File: config.mk
export PLATFORM = sky130hd
export DESIGN_NAME = apb2axi_shim_flat
export DESIGN_NICKNAME = d
export VERILOG_FILES = /design/src/rtl/apb2axi_shim_if.sv /design/src/rtl/apb2axi_shim.sv /design/src/flat_wrapper.sv
export SDC_FILE = /design/constraint.sdc
export NUM_CORES = 1
export LEC_CHECK = 0
export CAP_MARGIN = 10
export CORE_UTILIZATION = 39
export DETAILED_ROUTE_END_ITERATION = 7
export PLACE_DENSITY = 0.84
export SLEW_MARGIN = 20
export SYNTH_ARGS = -nofsm -noshare
export SYNTH_HDL_FRONTEND = slang
export SYNTH_SLANG_ARGS = --single-unit
File: constraint.sdc
create_clock -name aclk -period 1.8 [get_ports aclk]
set_input_delay 0.18 -clock aclk [delete_from_list [all_inputs] [get_ports aclk]]
set_output_delay 0.18 -clock aclk [all_outputs]
set_load 0.05 [all_outputs]
File: src/rtl/apb2axi_shim_if.sv
// Bus bundle for apb2axi_shim: APB3/4 slave side and AXI4-Lite master side.
// The bridge takes the apb_slave and axi_master views; the surrounding system
// (or a bench) drives the apb_master and axi_slave views of the same instance.
interface apb2axi_shim_if #(
    parameter int AXI_ADDR_WIDTH = 32,
    parameter int APB_ADDR_WIDTH = 32,
    parameter int DATA_WIDTH     = 32
);
    localparam int STRB_WIDTH = DATA_WIDTH / 8;

    // APB
    logic                      PSEL;
    logic                      PENABLE;
    logic                      PWRITE;
    logic [APB_ADDR_WIDTH-1:0] PADDR;
    logic [DATA_WIDTH-1:0]     PWDATA;
    logic [STRB_WIDTH-1:0]     PSTRB;
    logic [2:0]                PPROT;
    logic [DATA_WIDTH-1:0]     PRDATA;
    logic                      PREADY;
    logic                      PSLVERR;

    // AXI4-Lite
    logic [AXI_ADDR_WIDTH-1:0] m_axi_awaddr;
    logic [2:0]                m_axi_awprot;
    logic                      m_axi_awvalid;
    logic                      m_axi_awready;
    logic [DATA_WIDTH-1:0]     m_axi_wdata;
    logic [STRB_WIDTH-1:0]     m_axi_wstrb;
    logic                      m_axi_wvalid;
    logic                      m_axi_wready;
    logic [1:0]                m_axi_bresp;
    logic                      m_axi_bvalid;
    logic                      m_axi_bready;
    logic [AXI_ADDR_WIDTH-1:0] m_axi_araddr;
    logic [2:0]                m_axi_arprot;
    logic                      m_axi_arvalid;
    logic                      m_axi_arready;
    logic [DATA_WIDTH-1:0]     m_axi_rdata;
    logic [1:0]                m_axi_rresp;
    logic                      m_axi_rvalid;
    logic                      m_axi_rready;

    modport apb_slave (
        input  PSEL, PENABLE, PWRITE, PADDR, PWDATA, PSTRB, PPROT,
        output PRDATA, PREADY, PSLVERR
    );

    modport apb_master (
        output PSEL, PENABLE, PWRITE, PADDR, PWDATA, PSTRB, PPROT,
        input  PRDATA, PREADY, PSLVERR
    );

    modport axi_master (
        output m_axi_awaddr, m_axi_awprot, m_axi_awvalid,
        input  m_axi_awready,
        output m_axi_wdata, m_axi_wstrb, m_axi_wvalid,
        input  m_axi_wready,
        input  m_axi_bresp, m_axi_bvalid,
        output m_axi_bready,
        output m_axi_araddr, m_axi_arprot, m_axi_arvalid,
        input  m_axi_arready,
        input  m_axi_rdata, m_axi_rresp, m_axi_rvalid,
        output m_axi_rready
    );

    modport axi_slave (
        input  m_axi_awaddr, m_axi_awprot, m_axi_awvalid,
        output m_axi_awready,
        input  m_axi_wdata, m_axi_wstrb, m_axi_wvalid,
        output m_axi_wready,
        output m_axi_bresp, m_axi_bvalid,
        input  m_axi_bready,
        input  m_axi_araddr, m_axi_arprot, m_axi_arvalid,
        output m_axi_arready,
        output m_axi_rdata, m_axi_rresp, m_axi_rvalid,
        input  m_axi_rready
    );
endinterface

File: src/rtl/apb2axi_shim.sv
// apb2axi_shim: APB slave to AXI4-Lite master bridge. Every APB transfer is
// turned into one single-beat AXI4-Lite read or write; PREADY is held low
// until the AXI response has been consumed.
// Optional feature macro: APB2AXI_TIMEOUT_EN -- adds a response timeout that
// completes the APB transfer with PSLVERR after TIMEOUT_CYCLES and drains the
// late AXI response in the DRAIN state.
module apb2axi_shim #(
    parameter int AXI_ADDR_WIDTH = 32,
    parameter int APB_ADDR_WIDTH = 32,
    parameter int DATA_WIDTH     = 32,
    parameter int TIMEOUT_CYCLES = 1024
) (
    input  logic               aclk,
    input  logic               aresetn,
    apb2axi_shim_if.apb_slave  apb,
    apb2axi_shim_if.axi_master axi
);
    localparam int STRB_WIDTH = DATA_WIDTH / 8;

    if (AXI_ADDR_WIDTH < APB_ADDR_WIDTH || DATA_WIDTH % 8 != 0 || TIMEOUT_CYCLES < 1) begin : g_bad_cfg
        $error("apb2axi_shim: illegal parameter combination");
    end

    typedef enum logic [2:0] {
        S_IDLE, S_WR_REQ, S_WR_RESP, S_RD_REQ, S_RD_RESP, S_DONE
`ifdef APB2AXI_TIMEOUT_EN
        , S_DRAIN
`endif
    } state_t;

    state_t                    state_q, state_d;
    logic [AXI_ADDR_WIDTH-1:0] addr_q, addr_d;
    logic [DATA_WIDTH-1:0]     wdata_q, wdata_d;
    logic [STRB_WIDTH-1:0]     wstrb_q, wstrb_d;
    logic [2:0]                prot_q, prot_d;
    logic [DATA_WIDTH-1:0]     prdata_q, prdata_d;
    logic                      aw_done_q, aw_done_d;
    logic                      w_done_q, w_done_d;
    logic                      err_q, err_d;

`ifdef APB2AXI_TIMEOUT_EN
    localparam int CNT_WIDTH = (TIMEOUT_CYCLES > 1) ? $clog2(TIMEOUT_CYCLES) : 1;
    localparam logic [CNT_WIDTH-1:0] CNT_LAST = CNT_WIDTH'(TIMEOUT_CYCLES - 1);
    logic [CNT_WIDTH-1:0]      cnt_q, cnt_d;
    logic                      drain_q, drain_d;   // a timed-out response is still owed
    logic                      is_wr_q, is_wr_d;   // direction of the owed response
    logic                      resume_q, resume_d; // just left DRAIN: accept a held access phase
`endif

    logic start;
    logic awvalid, wvalid, bready, arvalid, rready;
    logic pready, pslverr;

    // State and captured-request registers.
    always_ff @(posedge aclk or negedge aresetn) begin
        if (!aresetn) begin
            state_q   <= S_IDLE;
            addr_q    <= '0;
            wdata_q   <= '0;
            wstrb_q   <= '0;
            prot_q    <= '0;
            prdata_q  <= '0;
            aw_done_q <= 1'b0;
            w_done_q  <= 1'b0;
            err_q     <= 1'b0;
`ifdef APB2AXI_TIMEOUT_EN
            cnt_q     <= '0;
            drain_q   <= 1'b0;
            is_wr_q   <= 1'b0;
            resume_q  <= 1'b0;
`endif
        end else begin
            // NOTE: non-blocking here so every register samples the pre-edge
            // value of its neighbours, independent of statement order.
            state_q   <= state_d;
            addr_q    <= addr_d;
            wdata_q   <= wdata_d;
            wstrb_q   <= wstrb_d;
            prot_q    <= prot_d;
            prdata_q  <= prdata_d;
            aw_done_q <= aw_done_d;
            w_done_q  <= w_done_d;
            err_q     <= err_d;
`ifdef APB2AXI_TIMEOUT_EN
            cnt_q     <= cnt_d;
            drain_q   <= drain_d;
            is_wr_q   <= is_wr_d;
            resume_q  <= resume_d;
`endif
        end
    end

    // Next-state logic and all handshake outputs, decoded from the state.
    always_comb begin
        // NOTE: every variable gets a default before the case so no path
        // leaves one unassigned (which would infer a latch).
        state_d   = state_q;
        addr_d    = addr_q;
        wdata_d   = wdata_q;
        wstrb_d   = wstrb_q;
        prot_d    = prot_q;
        prdata_d  = prdata_q;
        aw_done_d = aw_done_q;
        w_done_d  = w_done_q;
        err_d     = err_q;
        awvalid   = 1'b0;
        wvalid    = 1'b0;
        bready    = 1'b0;
        arvalid   = 1'b0;
        rready    = 1'b0;
        pready    = 1'b0;
        pslverr   = 1'b0;
        start     = apb.PSEL && !apb.PENABLE;
`ifdef APB2AXI_TIMEOUT_EN
        cnt_d     = cnt_q;
        drain_d   = drain_q;
        is_wr_d   = is_wr_q;
        resume_d  = resume_q;
        // A setup issued while draining has already moved to its access phase.
        start     = apb.PSEL && (!apb.PENABLE || resume_q);
`endif

        case (state_q)
            S_IDLE: begin
`ifdef APB2AXI_TIMEOUT_EN
                resume_d = 1'b0;
                if (start) is_wr_d = apb.PWRITE;
`endif
                if (start) begin
                    addr_d    = AXI_ADDR_WIDTH'(apb.PADDR);
                    wdata_d   = apb.PWDATA;
                    wstrb_d   = apb.PSTRB;
                    prot_d    = apb.PPROT;
                    aw_done_d = 1'b0;
                    w_done_d  = 1'b0;
                    state_d   = apb.PWRITE ? S_WR_REQ : S_RD_REQ;
                end
            end

            S_WR_REQ: begin
                // AW and W retire independently; leave once both have.
                awvalid = !aw_done_q;
                wvalid  = !w_done_q;
                if (awvalid && axi.m_axi_awready) aw_done_d = 1'b1;
                if (wvalid && axi.m_axi_wready)   w_done_d  = 1'b1;
                if (aw_done_d && w_done_d)        state_d   = S_WR_RESP;
`ifdef APB2AXI_TIMEOUT_EN
                cnt_d = '0;
`endif
            end

            S_WR_RESP: begin
                bready = 1'b1;
                if (axi.m_axi_bvalid) begin
                    err_d   = axi.m_axi_bresp[1];
                    state_d = S_DONE;
                end
`ifdef APB2AXI_TIMEOUT_EN
                else if (cnt_q == CNT_LAST) begin
                    err_d   = 1'b1;
                    drain_d = 1'b1;
                    state_d = S_DONE;
                end else begin
                    cnt_d = cnt_q + 1'b1;
                end
`endif
            end

            S_RD_REQ: begin
                arvalid = 1'b1;
                if (axi.m_axi_arready) state_d = S_RD_RESP;
`ifdef APB2AXI_TIMEOUT_EN
                cnt_d = '0;
`endif
            end

            S_RD_RESP: begin
                rready = 1'b1;
                if (axi.m_axi_rvalid) begin
                    prdata_d = axi.m_axi_rdata;
                    err_d    = axi.m_axi_rresp[1];
                    state_d  = S_DONE;
                end
`ifdef APB2AXI_TIMEOUT_EN
                else if (cnt_q == CNT_LAST) begin
                    prdata_d = '0;
                    err_d    = 1'b1;
                    drain_d  = 1'b1;
                    state_d  = S_DONE;
                end else begin
                    cnt_d = cnt_q + 1'b1;
                end
`endif
            end

            S_DONE: begin
                pready  = 1'b1;
                pslverr = err_q;
                state_d = S_IDLE;
`ifdef APB2AXI_TIMEOUT_EN
                // Keep accepting the late response even during the error pulse.
                if (drain_q) begin
                    bready = is_wr_q;
                    rready = !is_wr_q;
                    if (is_wr_q ? axi.m_axi_bvalid : axi.m_axi_rvalid) begin
                        drain_d  = 1'b0;
                        resume_d = 1'b1;
                    end else begin
                        state_d = S_DRAIN;
                    end
                end
`endif
            end

`ifdef APB2AXI_TIMEOUT_EN
            S_DRAIN: begin
                bready = is_wr_q;
                rready = !is_wr_q;
                if (is_wr_q ? axi.m_axi_bvalid : axi.m_axi_rvalid) begin
                    drain_d  = 1'b0;
                    resume_d = 1'b1;
                    state_d  = S_IDLE;
                end
            end
`endif

            default: state_d = S_IDLE;
        endcase
    end

    assign apb.PRDATA        = prdata_q;
    assign apb.PREADY        = pready;
    assign apb.PSLVERR       = pslverr;

    assign axi.m_axi_awaddr  = addr_q;
    assign axi.m_axi_awprot  = prot_q;
    assign axi.m_axi_awvalid = awvalid;
    assign axi.m_axi_wdata   = wdata_q;
    assign axi.m_axi_wstrb   = wstrb_q;
    assign axi.m_axi_wvalid  = wvalid;
    assign axi.m_axi_bready  = bready;
    assign axi.m_axi_araddr  = addr_q;
    assign axi.m_axi_arprot  = prot_q;
    assign axi.m_axi_arvalid = arvalid;
    assign axi.m_axi_rready  = rready;
endmodule

File: src/flat_wrapper.sv
// flat-port wrapper written by rule: the top's interface ports become plain ports
module apb2axi_shim_flat 
#(
    parameter int AXI_ADDR_WIDTH = 32,
    parameter int APB_ADDR_WIDTH = 32,
    parameter int DATA_WIDTH     = 32,
    parameter int TIMEOUT_CYCLES = 1024
)
  (aclk, aresetn, apb_PSEL, apb_PENABLE, apb_PWRITE, apb_PADDR, apb_PWDATA, apb_PSTRB, apb_PPROT, apb_PRDATA, apb_PREADY, apb_PSLVERR, axi_m_axi_awaddr, axi_m_axi_awprot, axi_m_axi_awvalid, axi_m_axi_awready, axi_m_axi_wdata, axi_m_axi_wstrb, axi_m_axi_wvalid, axi_m_axi_wready, axi_m_axi_bresp, axi_m_axi_bvalid, axi_m_axi_bready, axi_m_axi_araddr, axi_m_axi_arprot, axi_m_axi_arvalid, axi_m_axi_arready, axi_m_axi_rdata, axi_m_axi_rresp, axi_m_axi_rvalid, axi_m_axi_rready);
  apb2axi_shim_if #(.AXI_ADDR_WIDTH(AXI_ADDR_WIDTH), .APB_ADDR_WIDTH(APB_ADDR_WIDTH), .DATA_WIDTH(DATA_WIDTH)) apb_i ();
  apb2axi_shim_if #(.AXI_ADDR_WIDTH(AXI_ADDR_WIDTH), .APB_ADDR_WIDTH(APB_ADDR_WIDTH), .DATA_WIDTH(DATA_WIDTH)) axi_i ();
  input  logic aclk;
  input  logic aresetn;
  input wire logic [$bits(apb_i.PSEL)-1:0] apb_PSEL;
  input wire logic [$bits(apb_i.PENABLE)-1:0] apb_PENABLE;
  input wire logic [$bits(apb_i.PWRITE)-1:0] apb_PWRITE;
  input wire logic [$bits(apb_i.PADDR)-1:0] apb_PADDR;
  input wire logic [$bits(apb_i.PWDATA)-1:0] apb_PWDATA;
  input wire logic [$bits(apb_i.PSTRB)-1:0] apb_PSTRB;
  input wire logic [$bits(apb_i.PPROT)-1:0] apb_PPROT;
  output wire logic [$bits(apb_i.PRDATA)-1:0] apb_PRDATA;
  output wire logic [$bits(apb_i.PREADY)-1:0] apb_PREADY;
  output wire logic [$bits(apb_i.PSLVERR)-1:0] apb_PSLVERR;
  output wire logic [$bits(axi_i.m_axi_awaddr)-1:0] axi_m_axi_awaddr;
  output wire logic [$bits(axi_i.m_axi_awprot)-1:0] axi_m_axi_awprot;
  output wire logic [$bits(axi_i.m_axi_awvalid)-1:0] axi_m_axi_awvalid;
  input wire logic [$bits(axi_i.m_axi_awready)-1:0] axi_m_axi_awready;
  output wire logic [$bits(axi_i.m_axi_wdata)-1:0] axi_m_axi_wdata;
  output wire logic [$bits(axi_i.m_axi_wstrb)-1:0] axi_m_axi_wstrb;
  output wire logic [$bits(axi_i.m_axi_wvalid)-1:0] axi_m_axi_wvalid;
  input wire logic [$bits(axi_i.m_axi_wready)-1:0] axi_m_axi_wready;
  input wire logic [$bits(axi_i.m_axi_bresp)-1:0] axi_m_axi_bresp;
  input wire logic [$bits(axi_i.m_axi_bvalid)-1:0] axi_m_axi_bvalid;
  output wire logic [$bits(axi_i.m_axi_bready)-1:0] axi_m_axi_bready;
  output wire logic [$bits(axi_i.m_axi_araddr)-1:0] axi_m_axi_araddr;
  output wire logic [$bits(axi_i.m_axi_arprot)-1:0] axi_m_axi_arprot;
  output wire logic [$bits(axi_i.m_axi_arvalid)-1:0] axi_m_axi_arvalid;
  input wire logic [$bits(axi_i.m_axi_arready)-1:0] axi_m_axi_arready;
  input wire logic [$bits(axi_i.m_axi_rdata)-1:0] axi_m_axi_rdata;
  input wire logic [$bits(axi_i.m_axi_rresp)-1:0] axi_m_axi_rresp;
  input wire logic [$bits(axi_i.m_axi_rvalid)-1:0] axi_m_axi_rvalid;
  output wire logic [$bits(axi_i.m_axi_rready)-1:0] axi_m_axi_rready;
  assign apb_i.PSEL = apb_PSEL;
  assign apb_i.PENABLE = apb_PENABLE;
  assign apb_i.PWRITE = apb_PWRITE;
  assign apb_i.PADDR = apb_PADDR;
  assign apb_i.PWDATA = apb_PWDATA;
  assign apb_i.PSTRB = apb_PSTRB;
  assign apb_i.PPROT = apb_PPROT;
  assign apb_PRDATA = apb_i.PRDATA;
  assign apb_PREADY = apb_i.PREADY;
  assign apb_PSLVERR = apb_i.PSLVERR;
  assign axi_m_axi_awaddr = axi_i.m_axi_awaddr;
  assign axi_m_axi_awprot = axi_i.m_axi_awprot;
  assign axi_m_axi_awvalid = axi_i.m_axi_awvalid;
  assign axi_i.m_axi_awready = axi_m_axi_awready;
  assign axi_m_axi_wdata = axi_i.m_axi_wdata;
  assign axi_m_axi_wstrb = axi_i.m_axi_wstrb;
  assign axi_m_axi_wvalid = axi_i.m_axi_wvalid;
  assign axi_i.m_axi_wready = axi_m_axi_wready;
  assign axi_i.m_axi_bresp = axi_m_axi_bresp;
  assign axi_i.m_axi_bvalid = axi_m_axi_bvalid;
  assign axi_m_axi_bready = axi_i.m_axi_bready;
  assign axi_m_axi_araddr = axi_i.m_axi_araddr;
  assign axi_m_axi_arprot = axi_i.m_axi_arprot;
  assign axi_m_axi_arvalid = axi_i.m_axi_arvalid;
  assign axi_i.m_axi_arready = axi_m_axi_arready;
  assign axi_i.m_axi_rdata = axi_m_axi_rdata;
  assign axi_i.m_axi_rresp = axi_m_axi_rresp;
  assign axi_i.m_axi_rvalid = axi_m_axi_rvalid;
  assign axi_m_axi_rready = axi_i.m_axi_rready;
  apb2axi_shim #(.AXI_ADDR_WIDTH(AXI_ADDR_WIDTH), .APB_ADDR_WIDTH(APB_ADDR_WIDTH), .DATA_WIDTH(DATA_WIDTH), .TIMEOUT_CYCLES(TIMEOUT_CYCLES)) u_core (.aclk(aclk), .aresetn(aresetn), .apb(apb_i), .axi(axi_i));
endmodule
Word-level counts from Yosys, hierarchy flattened. Index checks and enable logic that the tools add are counted.

Mux-type cells: 24. Reductions and logical operators: 15. Equal/unequal tests: 10.

Operator list (number): two-way mux 3 bit (5); case mux 3 bit (5 select lines) (1); two-way mux 1 bit (14); == test 3 x 2 -> 1 bit (second input constant) (2); == test 3 bit (second input constant) (2); inequality test 2 bit (second input constant) (3); case mux 1 bit (2 select lines) (3); AND reduction 2 bit (3); AND reduction 5 bit (1); logical AND 1 bit (4); inequality test 2 x 1 -> 1 bit (second input constant) (2); nonzero test 2 bit (2); == test 3 x 1 -> 1 bit (second input constant) (1); logical NOT 1 bit (3); logical NOT 3 bit (1); AND reduction 3 bit (1); two-way mux 2 bit (1).

Bits of input ports: 117. Output and inout bits: 145. Bits in registers: 109. Logic and storage cells: 58.

Depth between registers and ports, before layout. Gate-level depths: netlist of run 1.

Depth in word-level cells: 7. Depth in mapped cells: 6. Depth with buffers taken out: 3.

Least setup slack after synthesis of run 1. OpenSTA, ideal clock, no wires.

Path type: register to output. Start point: register u_core.state_q[1]. End point: output axi_m_axi_awvalid. Data required time: 1.620 ns. Stages on the path, launching flop included: 3. Arrival time: 1.572 ns. Slack: 0.048 ns. Buffers on the path: 0. Cell sequence: dfrtp_1 > or3b_2 > nor2_1.

Cells in the longest elaborated chain, start to end: 2.

RTL lines: start, declared (RTL line apb2axi_shim.sv:31) `state_t state_q, state_d;`; start signal, assigned (RTL line apb2axi_shim.sv:75) `state_q <= state_d;`; == test 3 x 1 -> 1 bit (RTL line apb2axi_shim.sv:123) `case (state_q)`; two-way mux 1 bit (RTL line apb2axi_shim.sv:123); end, declared (RTL line flat_wrapper.sv:26) `output wire logic [$bits(axi_i.m_axi_awvalid)-1:0] axi_m_axi_awvalid;`.

Every way passes these cells.

Final worst setup path of run 1.
Start point: register u_core.addr_q[26], in the netlist u_core.axi.m_axi_araddr[26]. End point: output axi_m_axi_awaddr[26].

RTL lines: start, declared (RTL line apb2axi_shim.sv:32) `logic [AXI_ADDR_WIDTH-1:0] addr_q, addr_d;`; start signal, assigned (RTL line apb2axi_shim.sv:76) `addr_q <= addr_d;`; end, declared (RTL line flat_wrapper.sv:24) `output wire logic [$bits(axi_i.m_axi_awaddr)-1:0] axi_m_axi_awaddr;`.

No word-level cell between the ends.

==> implementation parameters, run 1 <==
Parameter                              Value

Outcome
  Result of the run    complete, no violations

Synthesis
  Post-Synthesis Mean Instance Area    16.3 sq um
  Area share of the largest cell type after synthesis    0.569
  Area contributors post-synth    sky130_fd_sc_hd__dfrtp_1 57%, sky130_fd_sc_hd__mux2_4 21%, sky130_fd_sc_hd__mux2_2 6.3%
  Sequential fraction of the synthesis area    0.569
  YS warnings    0
  Cell type with the highest aggregate area in the netlist    sky130_fd_sc_hd__dfrtp_1
  Area of the mapped netlist    0.00479 sq mm
  Synthesized Nets    411
  Flip-flop and latch count after synthesis    109
  Number of different library cells in the post-synthesis netlist    29
  Instance count of the mapped netlist    294

Critical path
  Crit-path max cell delay    0.83 ns
  Count of buffer and inverter cells on the critical path    1
  Required time of the worst setup path    1.62 ns
  Worst-path cell with the longest stage delay    sky130_fd_sc_hd__clkdlybuf4s50_1
  Chain of cells forming the critical path    clkdlybuf4s50_1
  End of the critical path    axi_m_axi_awaddr[26]
  Startpoint of the most critical setup path    u_core.axi.m_axi_araddr[26]
  R2r setup slk    0.19 ns
  Critical path depth in cells    1
  Logic depth of the worst register-to-register path    4
  Crit Path Class    reg2out
  CP endpoint kind    output pin
  Startpoint of the most critical register-to-register path    u_core.state_q[1]
  Crit-path leading delay family    buffers and inverters
  Reg-to-reg endpoint    u_core.axi.m_axi_wdata[5]
  Data arrival time of the critical path    1.58 ns
  CP startpoint kind    flip-flop
  Biggest fanout along the worst timing path    3

Detailed routing
  Remaining antenna violation count    0
  DR vias    3,183
  Detailed Route Iter0 Violations    122
  Residual DRC count    0
  Aggregate routed wire length    11,300 microns
  Avg Vias per Cell    4.69
  Average wire length per cell after detail routing    16.6 microns
  Router iterations before antenna repair    7

Floorplanning
  # IOs    262
  Core Rows    40
  Die height    113 microns
  Die width    113 microns
  Initial core utilization    0.399
  Std-Cell Core Area    0.0120 sq mm
  Die footprint    0.0127 sq mm

Min path
  Worst min path class    in2async

GRT
  Vias in the first global route    3,453
  Most heavily used metal layer in global routing    met2
  Final global-route overflow total    0
  Largest net degree at the start of global routing    49
  Initial antenna violation count    0
  Global routing usage summed across all routing layers    0.181
  Global-route met1 utilization    0.213
  Met2 layer usage reported by global route    0.320
  First-pass GRT wire length    17,800 microns
  GRT met3 Usage    0.0423

STA
  Max Clk Rate    569 MHz
  Count of final hold-check violations    0
  Final TNS setup    0 ns
  Headroom to the max-slew limit    0.635
  RSZ-0062 raised after global routing    no
  Final critical-path share of the clock period    0.977
  Time the worst path needs with I/O delays and setup    1.76 ns
  Fin Hold WS    0.322 ns
  Slew at the pin closest to its max-slew limit    0.545 ns
  Worst clock skew    0.00537 ns
  Slew Limit Fails    0
  Number of endpoints failing setup at the final stage    0
  Final critical-path setup slack    0.0421 ns

Finish
  Fraction of final layout cells with drive strength greater than 1    0.259
  Fin area    0.00768 sq mm
  Final antenna diode count    0
  Synthesis-to-finish area growth    60.2%
  NumNets Final    644

Clocking
  Clock Tree Root    sky130_fd_sc_hd__clkbuf_16
  Number of sinks driven by the clock tree    109
  TritonCTS clock tree    built
  Num CTS Buffers    9
  Clock edge transition at the registers on the reported setup and hold paths    0.07 ns
  H-tree level count    3
  Skew-Pair Late Insertion Delay    0.34 ns
  Maximum clock path buffer count    2

Placed design
  Worst slack after detailed placement    0.0481 ns
  Final RePlAce weighted congestion    0.815
  Count of buffers inserted at the top-level ports    259
  Post-detailed-placement cell area    0.00735 sq mm
  Placed wire-length estimate after detailed placement    8510 microns

Flow run
  Number of max-cap violations    0
[layer usage]
layer	up-vias	share of wire
li1	1441	-
met1	1577	0.40
met2	152	0.51
met3	13	0.069
met4	0	0.016
met5	-	0
[cells in the final DEF, fill, tap and decap left out, types with 2 or more instances in the layout]
cell,instances
sky130_fd_sc_hd__clkinvlp_4,3
sky130_fd_sc_hd__clkdlybuf4s50_1,251
sky130_fd_sc_hd__dfrtp_1,108
sky130_fd_sc_hd__mux2_2,27
sky130_fd_sc_hd__buf_12,11
sky130_fd_sc_hd__inv_1,3
sky130_fd_sc_hd__and2_1,3
sky130_fd_sc_hd__a21oi_1,2
sky130_fd_sc_hd__clkinv_2,2
sky130_fd_sc_hd__nand3_1,2
sky130_fd_sc_hd__buf_4,7
sky130_fd_sc_hd__mux2_4,68
sky130_fd_sc_hd__mux2_1,8
sky130_fd_sc_hd__nor2_4,2
sky130_fd_sc_hd__nor2_1,5
sky130_fd_sc_hd__clkbuf_16,9
[what timing repair did]
item / CTS / global route
pin swaps: 0 / 0
hold buffers: 1 / 0
setup buffers: 0 / 0
hold endpoints to repair: 29 / 0
gates resized for setup: 5 / 1
setup endpoints to repair: 2 / 1
[Yosys cell counts (all sizes together)]
master  number
nand3        2
a21oi        2
o22ai        1
mux2       103
and4bb       1
and2b        1
nor4bb       1
inv          3
a221oi       1
nor3         1
or3b         1
o21bai       1
nor3b        1
a32oi        1
and2         3
nand2        1
nor2         8
or2b         1
dfrtp      109
buf         48
and3b        1
and3         1
mux2i        1
o221ai       1
[cell type report]
class / count / area [sq um]
flip-flops and latches: 109 / 2730
well taps: 147 / 184
clock buffers: 10 / 239
repair buffers: 270 / 2800
inverters: 3 / 11.3
fillers: 874 / 4330
clock inverters: 6 / 62.6
multi-input cells: 134 / 1660
[cell families (layout without fill, tap and decap cells)]
kind of cell / Yosys count / in the layout / synth area share
DFF: 109 / 109 / 0.569
muxes: 104 / 104 / 0.297
buffers and inverters: 51 / 289 / 0.0916
and+or+nand+nor: 23 / 23 / 0.0300
AOI/OAI and AO/OA: 7 / 7 / 0.0118
[sequential cells by signal (all words and copies together) (netlist names)]
name,flops
u_core.err_q,1
u_core.aw_done_q,1
u_core.state_q,3
u_core.apb.PRDATA,32
u_core.axi.m_axi_wdata,32
u_core.axi.m_axi_arprot,3
u_core.w_done_q,1
u_core.axi.m_axi_wstrb,4
u_core.axi.m_axi_araddr,32
[worst min-delay path by stage]
stage / endpoint / cells past startpoint
after global routing: u_core.apb.PRDATA[13] / 2
after global placement: u_core.apb.PRDATA[12] / 1
after floorplan: u_core.apb.PRDATA[0] / 0
final: u_core.apb.PRDATA[13] / 2
after detailed placement: u_core.apb.PRDATA[13] / 1
after CTS: u_core.apb.PRDATA[13] / 2
[through the flow]
step | std cells | utilization
6_report | 679 | 0.639
5_1_grt | 679 | 0.639
4_1_cts | 679 | 0.639
3_5_place_dp | 662 | 0.612
3_3_place_gp | 662 | 0.612
2_1_floorplan | 294 | -
Power of run 1 is left out: the tool's default activity adds up to more than one toggle a clock period on the data nets, which glitch-free logic cannot reach.
==> run 2: changes to the inputs <==
- CTS_CLUSTER_DIAMETER: unset -> 120
==> results of run 2 <==
Final layout, timing and power as in run 1 (identical DEF).
Power of run 2 is left out for the same reason.
==> run 3: changes to the inputs <==
- CTS_CLUSTER_DIAMETER: 120 -> 40
==> results of run 3 <==
Final layout, timing and power as in run 1 (identical DEF).
Power of run 3 is left out for the same reason.
